**src/rtl/apb_master_pkg.sv**
```systemverilog
// Shared types and constants for the APB master bridge.
//   - apb_mst_state_e : bridge FSM state
//   - TimeoutCyclesDefault : default wait-state abort limit
//   - cnt_width() : width of the wait-state counter for a given limit
package apb_master_pkg;

  typedef enum logic [1:0] {
    StIdle   = 2'd0,
    StSetup  = 2'd1,
    StAccess = 2'd2
  } apb_mst_state_e;

  localparam int unsigned TimeoutCyclesDefault = 256;

  // Counter must hold values up to TIMEOUT_CYCLES; always at least 1 bit wide.
  function automatic int unsigned cnt_width(input int unsigned timeout_cycles);
    int unsigned w;
    w = $clog2(timeout_cycles + 1);
    return (w < 1) ? 1 : w;
  endfunction

endpackage

```
**src/rtl/apb_timeout_cnt.sv**
```systemverilog
// Wait-state counter for the APB master bridge.
//   clk_i     : clock
//   rst_i     : asynchronous active-high reset
//   clear_i   : restart counting from zero
//   en_i      : count one wait cycle
//   expired_o : counter has reached TIMEOUT_CYCLES-1 (never asserts when TIMEOUT_CYCLES=0)
module apb_timeout_cnt
  import apb_master_pkg::*;
#(
  parameter int unsigned TIMEOUT_CYCLES = TimeoutCyclesDefault
) (
  input  logic clk_i,
  input  logic rst_i,
  input  logic clear_i,
  input  logic en_i,
  output logic expired_o
);

  if (TIMEOUT_CYCLES == 0) begin : g_off
    assign expired_o = 1'b0;
  end else begin : g_on
    localparam int unsigned CntW = cnt_width(TIMEOUT_CYCLES);
    localparam logic [CntW-1:0] LastCnt = CntW'(TIMEOUT_CYCLES - 1);

    logic [CntW-1:0] cnt_q, cnt_d;

    always_comb begin
      cnt_d = cnt_q;
      if (clear_i) begin
        cnt_d = '0;
      end else if (en_i) begin
        cnt_d = cnt_q + 1'b1;
      end
    end

    always_ff @(posedge clk_i or posedge rst_i) begin
      if (rst_i) begin
        cnt_q <= '0;
      end else begin
        cnt_q <= cnt_d;
      end
    end

    assign expired_o = (cnt_q == LastCnt);
  end

endmodule

```
**src/rtl/apb_master_bridge.sv**
```systemverilog
// Request/grant command interface to APB3 master, one transfer outstanding.
//   HCLK, HRESET          : clock, asynchronous active-high reset
//   req_i/we_i/addr_i/wdata_i, gnt_o : command side (fields sampled on gnt_o)
//   rvalid_o/rdata_o/err_o : one-cycle response; rdata_o/err_o hold between responses
//   PADDR/PWDATA/PWRITE/PSEL/PENABLE, PRDATA/PREADY/PSLVERR : APB3 master port
module apb_master_bridge
  import apb_master_pkg::*;
#(
  parameter int unsigned APB_ADDR_WIDTH = 12,
  parameter int unsigned TIMEOUT_CYCLES = TimeoutCyclesDefault
) (
  input  logic                      HCLK,
  input  logic                      HRESET,
  input  logic                      req_i,
  input  logic                      we_i,
  input  logic [APB_ADDR_WIDTH-1:0] addr_i,
  input  logic [31:0]               wdata_i,
  output logic                      gnt_o,
  output logic                      rvalid_o,
  output logic [31:0]               rdata_o,
  output logic                      err_o,
  output logic [APB_ADDR_WIDTH-1:0] PADDR,
  output logic [31:0]               PWDATA,
  output logic                      PWRITE,
  output logic                      PSEL,
  output logic                      PENABLE,
  input  logic [31:0]               PRDATA,
  input  logic                      PREADY,
  input  logic                      PSLVERR
);

  localparam logic [APB_ADDR_WIDTH-1:0] WordMask = {{(APB_ADDR_WIDTH-2){1'b1}}, 2'b00};

  apb_mst_state_e            state_q, state_d;
  logic [APB_ADDR_WIDTH-1:0] paddr_q, paddr_d;
  logic [31:0]               pwdata_q, pwdata_d;
  logic                      pwrite_q, pwrite_d;
  logic                      rvalid_q, rvalid_d;
  logic [31:0]               rdata_q, rdata_d;
  logic                      err_q, err_d;
  logic                      cnt_clr, cnt_en, cnt_expired;

  // HRESET gating keeps gnt_o low for the whole reset, not just after the state settles.
  assign gnt_o = req_i && (state_q == StIdle) && !HRESET;

  apb_timeout_cnt #(
    .TIMEOUT_CYCLES(TIMEOUT_CYCLES)
  ) u_timeout_cnt (
    .clk_i    (HCLK),
    .rst_i    (HRESET),
    .clear_i  (cnt_clr),
    .en_i     (cnt_en),
    .expired_o(cnt_expired)
  );

  always_comb begin
    state_d  = state_q;
    paddr_d  = paddr_q;
    pwdata_d = pwdata_q;
    pwrite_d = pwrite_q;
    rvalid_d = 1'b0;
    rdata_d  = rdata_q;
    err_d    = err_q;
    cnt_clr  = 1'b0;
    cnt_en   = 1'b0;
    unique case (state_q)
      StIdle: begin
        if (gnt_o) begin
          state_d  = StSetup;
          paddr_d  = addr_i & WordMask;
          pwrite_d = we_i;
          pwdata_d = we_i ? wdata_i : 32'h0;
          cnt_clr  = 1'b1;
        end
      end
      StSetup: begin
        state_d = StAccess;
      end
      StAccess: begin
        // PREADY wins over a timeout landing in the same cycle.
        if (PREADY) begin
          state_d  = StIdle;
          rvalid_d = 1'b1;
          err_d    = PSLVERR;
          rdata_d  = (!pwrite_q && !PSLVERR) ? PRDATA : 32'h0;
        end else begin
          cnt_en = 1'b1;
          if (cnt_expired) begin
            state_d  = StIdle;
            rvalid_d = 1'b1;
            err_d    = 1'b1;
            rdata_d  = 32'h0;
          end
        end
      end
      default: begin
        state_d = StIdle;
      end
    endcase
  end

  always_ff @(posedge HCLK or posedge HRESET) begin
    if (HRESET) begin
      state_q  <= StIdle;
      paddr_q  <= '0;
      pwdata_q <= '0;
      pwrite_q <= 1'b0;
      rvalid_q <= 1'b0;
      rdata_q  <= '0;
      err_q    <= 1'b0;
    end else begin
      state_q  <= state_d;
      paddr_q  <= paddr_d;
      pwdata_q <= pwdata_d;
      pwrite_q <= pwrite_d;
      rvalid_q <= rvalid_d;
      rdata_q  <= rdata_d;
      err_q    <= err_d;
    end
  end

  // Decoded straight from the state register so they drop with HRESET asynchronously.
  assign PSEL     = (state_q != StIdle);
  assign PENABLE  = (state_q == StAccess);
  assign PADDR    = paddr_q;
  assign PWDATA   = pwdata_q;
  assign PWRITE   = pwrite_q;
  assign rvalid_o = rvalid_q;
  assign rdata_o  = rdata_q;
  assign err_o    = err_q;

endmodule

```
**config.mk**
```make
export PLATFORM = sky130hd
export DESIGN_NAME = apb_master_bridge
export DESIGN_NICKNAME = d
export VERILOG_FILES = /design/src/rtl/apb_master_pkg.sv /design/src/rtl/apb_timeout_cnt.sv /design/src/rtl/apb_master_bridge.sv
export SDC_FILE = /design/constraint.sdc
export NUM_CORES = 1
export LEC_CHECK = 0
export ABC_AREA = 1
export CORE_MARGIN = 2
export CORE_UTILIZATION = 43
export CTS_BUF_LIST = sky130_fd_sc_hd__clkbuf_2 sky130_fd_sc_hd__clkbuf_4 sky130_fd_sc_hd__clkbuf_8
export CTS_CLUSTER_SIZE = 28
export DETAILED_ROUTE_END_ITERATION = 12
export PLACE_DENSITY = 0.82
export SYNTH_ARGS = -nofsm -noshare
export SYNTH_HDL_FRONTEND = slang
export SYNTH_SLANG_ARGS = --single-unit
```
**constraint.sdc**
```tcl
create_clock -name HCLK -period 4.4 [get_ports HCLK]
set_clock_uncertainty 0.2 [all_clocks]
set_input_delay 0.88 -clock HCLK [delete_from_list [all_inputs] [get_ports HCLK]]
set_output_delay 0.88 -clock HCLK [all_outputs]
set_load 0.1 [all_outputs]
```
---- Yosys cells after proc, flatten, opt, wreduce, memory -nomap -nowiden ----
Index checks and enable logic that the tools add are counted.
word-level totals
  latch bits .............................. 0
  memories kept ........................... 0
  bits in registers ....................... 88
  input bits .............................. 82
  output and inout bits ................... 82
  memory bits (read-only) ................. 0
  RAM bits ................................ 0
  word-level logic and storage cells ...... 46
operators by class
  reductions and logical operators ........ 13
  $lt $le $gt $ge ......................... 0
  shift operators ......................... 0
  multipliers ............................. 0
  mux-type cells .......................... 19
  $add $sub $neg .......................... 1
  equality and inequality tests ........... 5
  bitwise operators ....................... 0
  divide/modulo/power cells ............... 0
operators by type and width
  kind                                                    number
  two-way mux 32 bit                                      4
  two-way mux 9 bit                                       2
  adder 9 x 1 -> 9 bit (second input constant)            1
  equality test 9 x 8 -> 1 bit (second input constant)    1
  two-way mux 1 bit                                       9
  two-way mux 2 bit                                       3
  case mux 2 bit (3 select lines)                         1
  AND reduction 2 bit                                     3
  nonzero test 2 bit                                      3
  logical AND 1 bit                                       3
  zero test 1 bit                                         3
  inequality test 3 x 1 -> 1 bit (second input constant)  1
  equality test 2 x 1 -> 1 bit (second input constant)    1
  equality test 2 bit (second input constant)             1
  zero test 2 bit                                         1
  inequality test 2 bit (second input constant)           1

---- Depth between registers and ports, before layout ----
Gate-level depths: netlist of the first run.
  depth after elaboration ................. 6
  gate-level depth with buffers ........... 10
  mapped depth without buffers ............ 10

---- Hierarchy ----
From an unflattened synthesis of the first run, not the netlist that was laid out.
second synthesis, totals
  cells, all modules ...................... 525
  area total of the unflattened synthesis .. 4181.5 um^2
by module, submodules not included
  module             sequential area each (um^2)  times used  area an instance (um^2)  cells an instance
  apb_master_bridge  1976.9                       1           3677.3                   459
  apb_timeout_cnt    225.2                        1           504.2                    66

---- Worst setup path before layout of the first run ----
Ideal clock, no wire load.
  path type ............................... input-to-output
  start ................................... in req_i
  end ..................................... out gnt_o
  setup slack ............................. 1776 ps
  stages on the path ...................... 5
  data arrival time ....................... 1544 ps
  required time ........................... 3320 ps
  path buffers ............................ 1
  cell sequence ........................... inv_1 nor2_1 nand2_2 inv_2 buf_4
between the ends
  cells in the longest elaborated chain, start to end .. 2
ends and longest elaborated chain
  what                             line                     RTL
  from (decl)                      apb_master_bridge.sv:14  input logic req_i,
  logical AND 1 bit (2 in series)  apb_master_bridge.sv:44  assign gnt_o = req_i && (state_q == StIdle) && !HRESET;
  to (decl)                        apb_master_bridge.sv:18  output logic gnt_o,
Every way passes these cells.

---- Worst setup path after layout of the first run ----
  start ................................... reg state_q[1]
  end ..................................... out PENABLE
between the ends
  cells in the longest elaborated chain, start to end .. 1
ends and longest elaborated chain
  what                    line                      RTL
  from (decl)             apb_master_bridge.sv:34   apb_mst_state_e state_q, state_d;
  from (signal assigned)  apb_master_bridge.sv:104  state_q <= StIdle;
  from (signal assigned)  apb_master_bridge.sv:112  state_q <= state_d;
  equality test 2 bit     apb_master_bridge.sv:124  assign PENABLE = (state_q == StAccess);
  to (decl)               apb_master_bridge.sv:26   output logic PENABLE,
Every way passes these cells.

==> results of run 1 <==
==> area by class of cell <==
type	instances	area (µm²)
Fill cell	654	2750
Clock inverter	6	68.8
Multi-Input combinational cell	286	1220
Inverter	20	76.3
Sequential cell	88	2200
Tap cell	105	131
Timing Repair Buffer	163	1630
Clock buffer	10	138
==> cell families after synthesis <==
group	count (synthesis)
buf+inv	40
compound gates	9
simple gates	272
flops	88
mux	1
fa+ha+maj	2
other cells	1
==> power breakdown <==
| part | switching (mW) | internal, mW |
|---|---|---|
| Combinational | 1.48 | 0.411 |
| Clock | 0.287 | 0.279 |
| Sequential | 0.0955 | 0.974 |
| Total | 1.86 | 1.66 |
==> metrics by stage <==
step | setup slack (ns) | hold slack [ns]
3_5_place_dp | 1.32 | 0.265
5_1_grt | 1.12 | 0.302
6_report | 1.21 | 0.282
2_1_floorplan | 1.04 | 0.278
3_3_place_gp | 1.33 | 0.261
4_1_cts | 1.18 | 0.285
==> state kept, by name, indices dropped and copies added, names as in the netlist <==
register,cells
u_timeout_cnt.g_on.cnt_q,9
err_o,1
PADDR,10
rdata_o,32
PWDATA,32
rvalid_o,1
state_q,2
PWRITE,1
==> per-layer routing <==
layer  vias up  GRT usage [%]  part of all wire (%)
li1       1585              -                     -
met3        13           7.99                    11
met4         0           7.98                   1.5
met1      1517           23.8                    40
met2       146           35.3                    47
met5         -              0                     0
==> worst reg2reg max path: stages, from the launching register on <==
cell and delay [ns]:
dfrtp_1 0.42, ha_1 0.26, inv_1 0.07, nor2_1 0.06
nand2_1 0.09, nor3_1 0.06, ha_1 0.21, o21ai_2 0.78
buf_4 0.30, nand2_1 0.06, nand2_1 0.07
==> cell usage after synthesis <==
library cell / n
nand2_1: 207
dfrtp_1: 88
nand3_1: 39
inv_1: 17
nor2_1: 12
buf_2: 8
buf_6: 6
a21oi_1: 4
nand2_2: 4
buf_4: 3
clkbuf_1: 3
inv_2: 3
nor3_1: 3
ha_1: 2
nand4_1: 2
nor2_4: 2
o22ai_1: 2
conb_1: 1
mux2i_1: 1
nor2_2: 1
nor3_2: 1
nor3_4: 1
o21ai_0: 1
o21ai_2: 1
o21bai_1: 1
==> worst max-delay path by stage <==
stage	cells after the start	slack (ns)	endpoint
final	3	1.21	PENABLE
after global routing	3	1.12	PENABLE
after CTS	3	1.18	PENABLE
after detailed placement	5	1.32	rdata_o[10]
after global placement	6	1.33	gnt_o
after floorplan	1	1.04	PADDR[10]
==> layout by cell type (no fill, tap or decap), drive strengths merged, types with 4 or more instances in the layout <==
| master | count |
|---|---|
| clkdlybuf4s50 | 158 |
| buf | 5 |
| nand3 | 39 |
| clkinvlp | 4 |
| nand2 | 211 |
| clkbuf | 10 |
| a21oi | 4 |
| dfrtp | 88 |
| inv | 19 |
| nor2 | 15 |
| nor3 | 5 |
==> flow_summary.json, run 1 <==
{
  "outcome": "finished, final reports clean",
  "vias": 3261,
  "cts-buffers-inserted": 9,
  "n_antenna_cell": 0,
  "utilization_pct": 66.6,
  "route.detailed.drc": 0,
  "finalPower_mw": 3.53,
  "final_nets": 652,
  "synth_top_family_by_area": "simple AND/OR/NAND/NOR gates",
  "cts-root-buf": "clkbuf_8",
  "initialDrtViolationCount": 112,
  "whs_path_depth": 2,
  "path_cells": "inv_2 -> nor2_4 -> clkdlybuf4s50_1",
  "synth_top_area_share_pct": 60.6,
  "die_x_um": 96.0,
  "io_pins": 164,
  "grt_pass1_wl_um": 14700,
  "drtAntennaViolNets": 0,
  "critPathCaptureType": "primary output",
  "min-delay-start": "rdata_o[1]",
  "areaGrowthSynthToFinish_pct": 50.4,
  "synth_seq_cells": 88,
  "ir_drop_uv": 349,
  "power.density_nw_per_um2": 645,
  "clkLatencyLatePin_ns": 0.34,
  "critPathMaxFanout": 4,
  "worstSetupPathType": "flop to primary output",
  "clkSlewWorstSetupHoldPaths_ns": 0.08,
  "core_area_um2": 8220,
  "ctsResizeCount": 0,
  "port_buffers": 159,
  "grt_overflow_total": 0,
  "seq_area_frac_synth_pct": 60.6,
  "drv_slew": 0,
  "maxCapViolCount": 0,
  "path_delay_family": "buffers and inverters",
  "start_util_pct": 44.3,
  "synthMuxAreaShare_pct": 0.275,
  "synth_area_leaders": "dfrtp_1 (61%), nand2_1 (21%), nand3_1 (5.4%)",
  "crit_start": "state_q[1]",
  "synthSimpleGateAreaFrac_pct": 30.9,
  "ys_types": 25,
  "holdPathEnd": "rdata_o[1]",
  "r2r_cells": 10,
  "drive_above_1_share_pct": 6.11,
  "row_count": 33,
  "synth_area_per_cell_um2": 8.80,
  "final_area_um2": 5470,
  "grt_usage_pct": 20.8,
  "first_pass_iters": 5,
  "slew_headroom_pct": 25.6,
  "grt_pass1_vias": 3216,
  "dp.cells": 662,
  "crit_path_start_kind": "flop",
  "h-tree-depth": 3,
  "yosys.area_share.adder_pct": 0.688,
  "grt_max_degree": 54,
  "synth_area_um2": 3640,
  "min_path_type": "flop to flop",
  "synthCells": 413,
  "cts_setup_buffers": 0,
  "r2r_slack_ns": 1.76,
  "crit_buf_inv": 2,
  "dp_hpwl_um": 6720,
  "gp_congestion": 0.839,
  "antenna_found_initial": 0,
  "slowest_stage": "clkdlybuf4s50_1",
  "clockBufferDepth": 2,
  "dpl_cell_area_um2": 5260,
  "vias_per_cell": 4.81,
  "yosys.area.top_type": "dfrtp_1",
  "synthXorXnorAreaFrac_pct": 0,
  "worst-slew-pin-transition_ns": 1.11,
  "cts_tree": "yes",
  "finalCriticalPeriod_ns": 3.19,
  "instances_no_fill": 678,
  "finalHoldViolations": 0,
  "required_ns": 3.32,
  "fin_crit_sh_pct": 72.5,
  "dieArea_um2": 9210,
  "worstPathArrival_ns": 2.11,
  "synth_compound_area_share_pct": 1.48,
  "r2r-start": "u_timeout_cnt.g_on.cnt_q[0]",
  "fmax_mhz": 313,
  "worstReg2RegEnd": "rdata_o[8]",
  "die_y_um": 96.0,
  "grt_setup_unrepaired": "false",
  "yosys_warnings": 0,
  "wl_per_cell_um": 13.7,
  "tns_ns": 0,
  "cts-hold-fix-buffers": 0,
  "setup_violations": 0,
  "p_leak_nw": 2.70,
  "cts_sinks": 88,
  "finalWirelength_um": 9310,
  "critPathMaxStageDelay_ns": 1.16
}
(Power assumes the default switching activity.)
==> inputs of run 2 (changes only) <==
==> constraint.sdc (replaced) <==
create_clock -name HCLK -period 3.1 [get_ports HCLK]
set_clock_uncertainty 0.2 [all_clocks]
set_input_delay 0.62 -clock HCLK [delete_from_list [all_inputs] [get_ports HCLK]]
set_output_delay 0.62 -clock HCLK [all_outputs]
set_load 0.1 [all_outputs]
==> flow_summary.json, run 2 (synthesis results as in run 1) <==
{
  "dpl_cell_area_um2": 5090,
  "p_leak_nw": 2.85,
  "vias_per_cell": 4.77,
  "drtAntennaViolNets": 0,
  "grt_util_met3_pct": 7.52,
  "dp_hpwl_um": 6620,
  "cts_tree": "yes",
  "final_common_cell": "nand2_1",
  "antenna_found_initial": 0,
  "clkSlewWorstSetupHoldPaths_ns": 0.08,
  "drive_above_1_share_pct": 20.2,
  "crit_path_start_kind": "input pin",
  "grt_max_degree": 54,
  "cts-buffers-inserted": 9,
  "final_area_um2": 5290,
  "finalCriticalPeriod_ns": 2.58,
  "slowest_stage": "clkdlybuf4s50_1",
  "cts-root-buf": "clkbuf_8",
  "route.detailed.drc": 0,
  "grt_usage_pct": 20.1,
  "first_pass_iters": 4,
  "gr-usage-met1_pct": 23.2,
  "path_delay_family": "buffers and inverters",
  "critPathCaptureType": "primary output",
  "start_util_pct": 44.3,
  "finalHoldViolations": 0,
  "die_x_um": 96.0,
  "path_cells": "clkdlybuf4s50_1 -> inv_1 -> nor2_1 -> nand2_2 -> inv_2 -> buf_12",
  "finalWirelength_um": 9230,
  "die_y_um": 96.0,
  "min_path_type": "flop to flop",
  "h-tree-depth": 3,
  "met2_usage_pct": 34.4,
  "clkLatencyLatePin_ns": 0.34,
  "initialDrtViolationCount": 185,
  "hold_ws_ns": 0.285,
  "worstSetupPathType": "input pin to primary output",
  "ctsResizeCount": 0,
  "row_count": 33,
  "tns_ns": 0,
  "maxCapViolCount": 0,
  "n_antenna_cell": 0,
  "cts_setup_buffers": 0,
  "critPathMaxFanout": 13,
  "cts-hold-fix-buffers": 0,
  "vias": 3244,
  "core_area_um2": 8220,
  "final_nets": 654,
  "wl_per_cell_um": 13.6,
  "grt_pass1_vias": 3079,
  "pre_cts_slack_ns": 0.529,
  "crit_buf_inv": 4,
  "grt_setup_unrepaired": "false",
  "fin_crit_sh_pct": 83.1,
  "worstPathArrival_ns": 1.76,
  "fmax_mhz": 388,
  "ir_drop_uv": 540,
  "layout_common_cells": "nand2_1 (207), dfrtp_1 (88), buf_4 (84)",
  "grt_pass1_wl_um": 14200,
  "drv_slew": 0,
  "power.density_nw_per_um2": 930,
  "dieArea_um2": 9210,
  "grt_busiest_layer": "met2",
  "fin_ws_ns": 0.524,
  "gp_congestion": 0.771,
  "clockBufferDepth": 2,
  "cts_sinks": 88,
  "setup_violations": 0,
  "worst-slew-pin-transition_ns": 1.01,
  "io_pins": 164,
  "areaGrowthSynthToFinish_pct": 45.6,
  "grt_overflow_total": 0,
  "port_buffers": 159,
  "slew_headroom_pct": 32.6,
  "required_ns": 2.28,
  "critPathMaxStageDelay_ns": 0.45,
  "outcome": "finished, final reports clean"
}
-- run 2: changes by cell type in the layout (fill, tap and decap cells not counted) --
cell             change
buf_4               +80
clkinv_2             +2
clkinvlp_4           -3
buf_12               +1
clkdlybuf4s50_1     -79
clkbuf_4             +1
-- run 2: metal layers --
metal  wire [µm]  part of all wire (%)
met5           0                     0
met4         123                   1.3
met1        3800                    41
met2        4390                    48
met3         914                   9.9
-- run 2: final cells by class --
class,count,area [µm²]
inverters,20,76.3
fillers,681,2920
multi-input cells,286,1220
clock inverters,5,56.3
clock buffers,11,145
repair buffers,165,1460
well taps,105,131
flip-flops and latches,88,2200
-- run 2: path summary, 6_finish.rpt --
| kind | from | to | slack (ns) | cells after the start |
|---|---|---|---|---|
| min in group asynchronous | HRESET | PADDR[5] | 0.50 | 2 |
| worst max-delay path | req_i | gnt_o | 0.52 | 6 |
| worst min-delay path | rdata_o[20] | rdata_o[20] | 0.28 | 2 |
| worst max register to register | u_timeout_cnt.g_on.cnt_q[0] | rdata_o[4] | 0.63 | 10 |
| worst min register to register | rdata_o[20] | rdata_o[20] | 0.28 | 2 |
| max in group asynchronous | HRESET | rdata_o[4] | 1.54 | 3 |
-- run 2: worst register-to-register path, delay by kind of cell, from the launching register on --
family	cells	cell delay [ns]
AND/OR/NAND/NOR	5	0.38
adder cells (fa/ha/maj)	2	0.46
AO/OA/AOI/OAI	1	0.57
flip-flops	1	0.42
buffers and inverters	2	0.38
-- run 2: where the power goes --
| group | internal [mW] | switching (mW) |
|---|---|---|
| sequential | 1.38 | 0.143 |
| clock | 0.403 | 0.389 |
| combinational | 0.505 | 2.10 |
| total | 2.29 | 2.63 |
-- run 2: metrics by stage --
stage / instances / utilization, % / total power [mW]
global placement: 664 / 62.0 / 4.13
global route: 680 / 64.4 / 5.14
detailed placement: 664 / 62.0 / 4.16
floorplan: 414 / - / 3.54
CTS: 680 / 64.4 / 4.96
finish: 680 / 64.4 / 4.92
==> inputs of run 3 (changes only) <==
==> constraint.sdc (replaced) <==
create_clock -name HCLK -period 2.5 [get_ports HCLK]
set_clock_uncertainty 0.2 [all_clocks]
set_input_delay 0.5 -clock HCLK [delete_from_list [all_inputs] [get_ports HCLK]]
set_output_delay 0.5 -clock HCLK [all_outputs]
set_load 0.1 [all_outputs]
==> flow_summary.json, run 3 (synthesis results as in run 1) <==
{
  "ctsResizeCount": 0,
  "vias": 3258,
  "wl_per_cell_um": 13.5,
  "maxCapViolCount": 0,
  "vias_per_cell": 4.78,
  "layout_common_cells": "nand2_1 (207), dfrtp_1 (88), buf_4 (85)",
  "grt_pass1_wl_um": 14100,
  "die_x_um": 96.0,
  "h-tree-depth": 3,
  "row_count": 33,
  "sw_frac_of_total_pct": 53.8,
  "critPathMaxFanout": 3,
  "clock_power_share_pct": 15.8,
  "cts-buffers-inserted": 9,
  "cts_sinks": 88,
  "drive_above_1_share_pct": 20.5,
  "dieArea_um2": 9210,
  "cts_tree": "yes",
  "gp_congestion": 0.839,
  "io_pins": 164,
  "dpl_cell_area_um2": 5120,
  "ir_drop_uv": 657,
  "path_cells": "clkdlybuf4s50_1 -> nor2_1 -> nand2_2 -> inv_2 -> buf_12",
  "cts-root-buf": "clkbuf_8",
  "die_y_um": 96.0,
  "clockBufferDepth": 2,
  "power_frac_seq_pct": 31.0,
  "clkSlewWorstSetupHoldPaths_ns": 0.08,
  "port_buffers": 159,
  "crit_buf_inv": 3,
  "final_nets": 656,
  "grt_setup_unrepaired": "false",
  "critPathCaptureType": "primary output",
  "finalHoldViolations": 0,
  "critPathMaxStageDelay_ns": 0.46,
  "n_antenna_cell": 0,
  "final_common_cell": "nand2_1",
  "final_area_um2": 5320,
  "worstPathArrival_ns": 1.47,
  "drtAntennaViolNets": 0,
  "areaGrowthSynthToFinish_pct": 46.3,
  "tns_ns": 0,
  "path_delay_family": "buffers and inverters",
  "fin_crit_sh_pct": 86.7,
  "grt_max_degree": 89,
  "comb_power_share_pct": 53.2,
  "power.density_nw_per_um2": 1150,
  "p_int_mw": 2.81,
  "first_pass_iters": 4,
  "finalWirelength_um": 9180,
  "worstSetupPathType": "input pin to primary output",
  "outcome": "finished, final reports clean",
  "switching_power_mw": 3.28,
  "slowest_stage": "clkdlybuf4s50_1",
  "min_path_type": "flop to flop",
  "antenna_found_initial": 0,
  "route.detailed.drc": 0,
  "grt_usage_pct": 20.0,
  "crit_path_start_kind": "input pin",
  "start_util_pct": 44.3,
  "cts_setup_buffers": 0,
  "drv_slew": 0,
  "initialDrtViolationCount": 158,
  "grt_pass1_vias": 3114,
  "cts-hold-fix-buffers": 0,
  "core_area_um2": 8220,
  "fmax_mhz": 462,
  "setup_violations": 0,
  "dp_hpwl_um": 6560,
  "required_ns": 1.80,
  "clkLatencyLatePin_ns": 0.35,
  "finalCriticalPeriod_ns": 2.17,
  "p_leak_nw": 2.85,
  "grt_overflow_total": 0
}
## run 3: cell types whose count changed in the layout (fill, tap and decap cells not counted), sizes merged
cell / delta
clkinvlp: +2
buf: +2
clkbuf: -2
## run 3: worst paths after layout
path	from	end	slack [ns]	depth (start not counted)
max reg2reg	u_timeout_cnt.g_on.cnt_q[0]	err_o	0.39	11
max	HRESET	gnt_o	0.33	5
min	rdata_o[21]	rdata_o[21]	0.28	2
min in group asynchronous	HRESET	u_timeout_cnt.g_on.cnt_q[7]	0.44	3
max in group asynchronous	HRESET	PWDATA[19]	1.30	3
min reg2reg	rdata_o[21]	rdata_o[21]	0.28	2
## run 3: tightest hold or removal path, stage by stage (launching register included)
cell and delay, ns:
dfrtp_1 0.35, nand2_1 0.05, nand2_1 0.05
## run 3: area by class of cell
cell class / instances / area, µm²
inverter: 20 / 78.8
tap: 105 / 131
clock buffer: 9 / 124
timing repair buffer: 167 / 1490
clock inverter: 7 / 72.6
fill: 691 / 2900
multi-input combinational: 286 / 1220
sequential: 88 / 2200
## run 3: layer usage
layer	up-vias	global-route usage, %	routed length, µm
li1	1596	-	-
met4	0	8.21	116
met1	1513	23.5	3720
met3	9	7.05	919
met2	140	33.3	4430
met5	-	0	0
## run 3: per-stage QoR
stage               util (%)  hold WS (ns)  setup WS, ns  total power, mW  std cells
finish                  64.7         0.283         0.334             6.09        682
global route            64.7         0.304         0.251             6.35        682
CTS                     64.7         0.288         0.321             6.14        682
detailed placement      62.3         0.266         0.222             5.17        666
global placement        62.3         0.263         0.246             5.12        666
floorplan                  -         0.278         0.636             4.40        414
## run 3: power groups by stage
| stage | sequential, mW | clock, mW | combinational (mW) |
|---|---|---|---|
| 5_1_grt | 1.92 | 1.06 | 3.37 |
| 3_3_place_gp | 1.90 | 0 | 3.23 |
| 2_1_floorplan | 3.95 | 0 | 0.445 |
| 6_report | 1.89 | 0.961 | 3.24 |
| 4_1_cts | 1.89 | 0.993 | 3.26 |
| 3_5_place_dp | 1.91 | 0 | 3.26 |
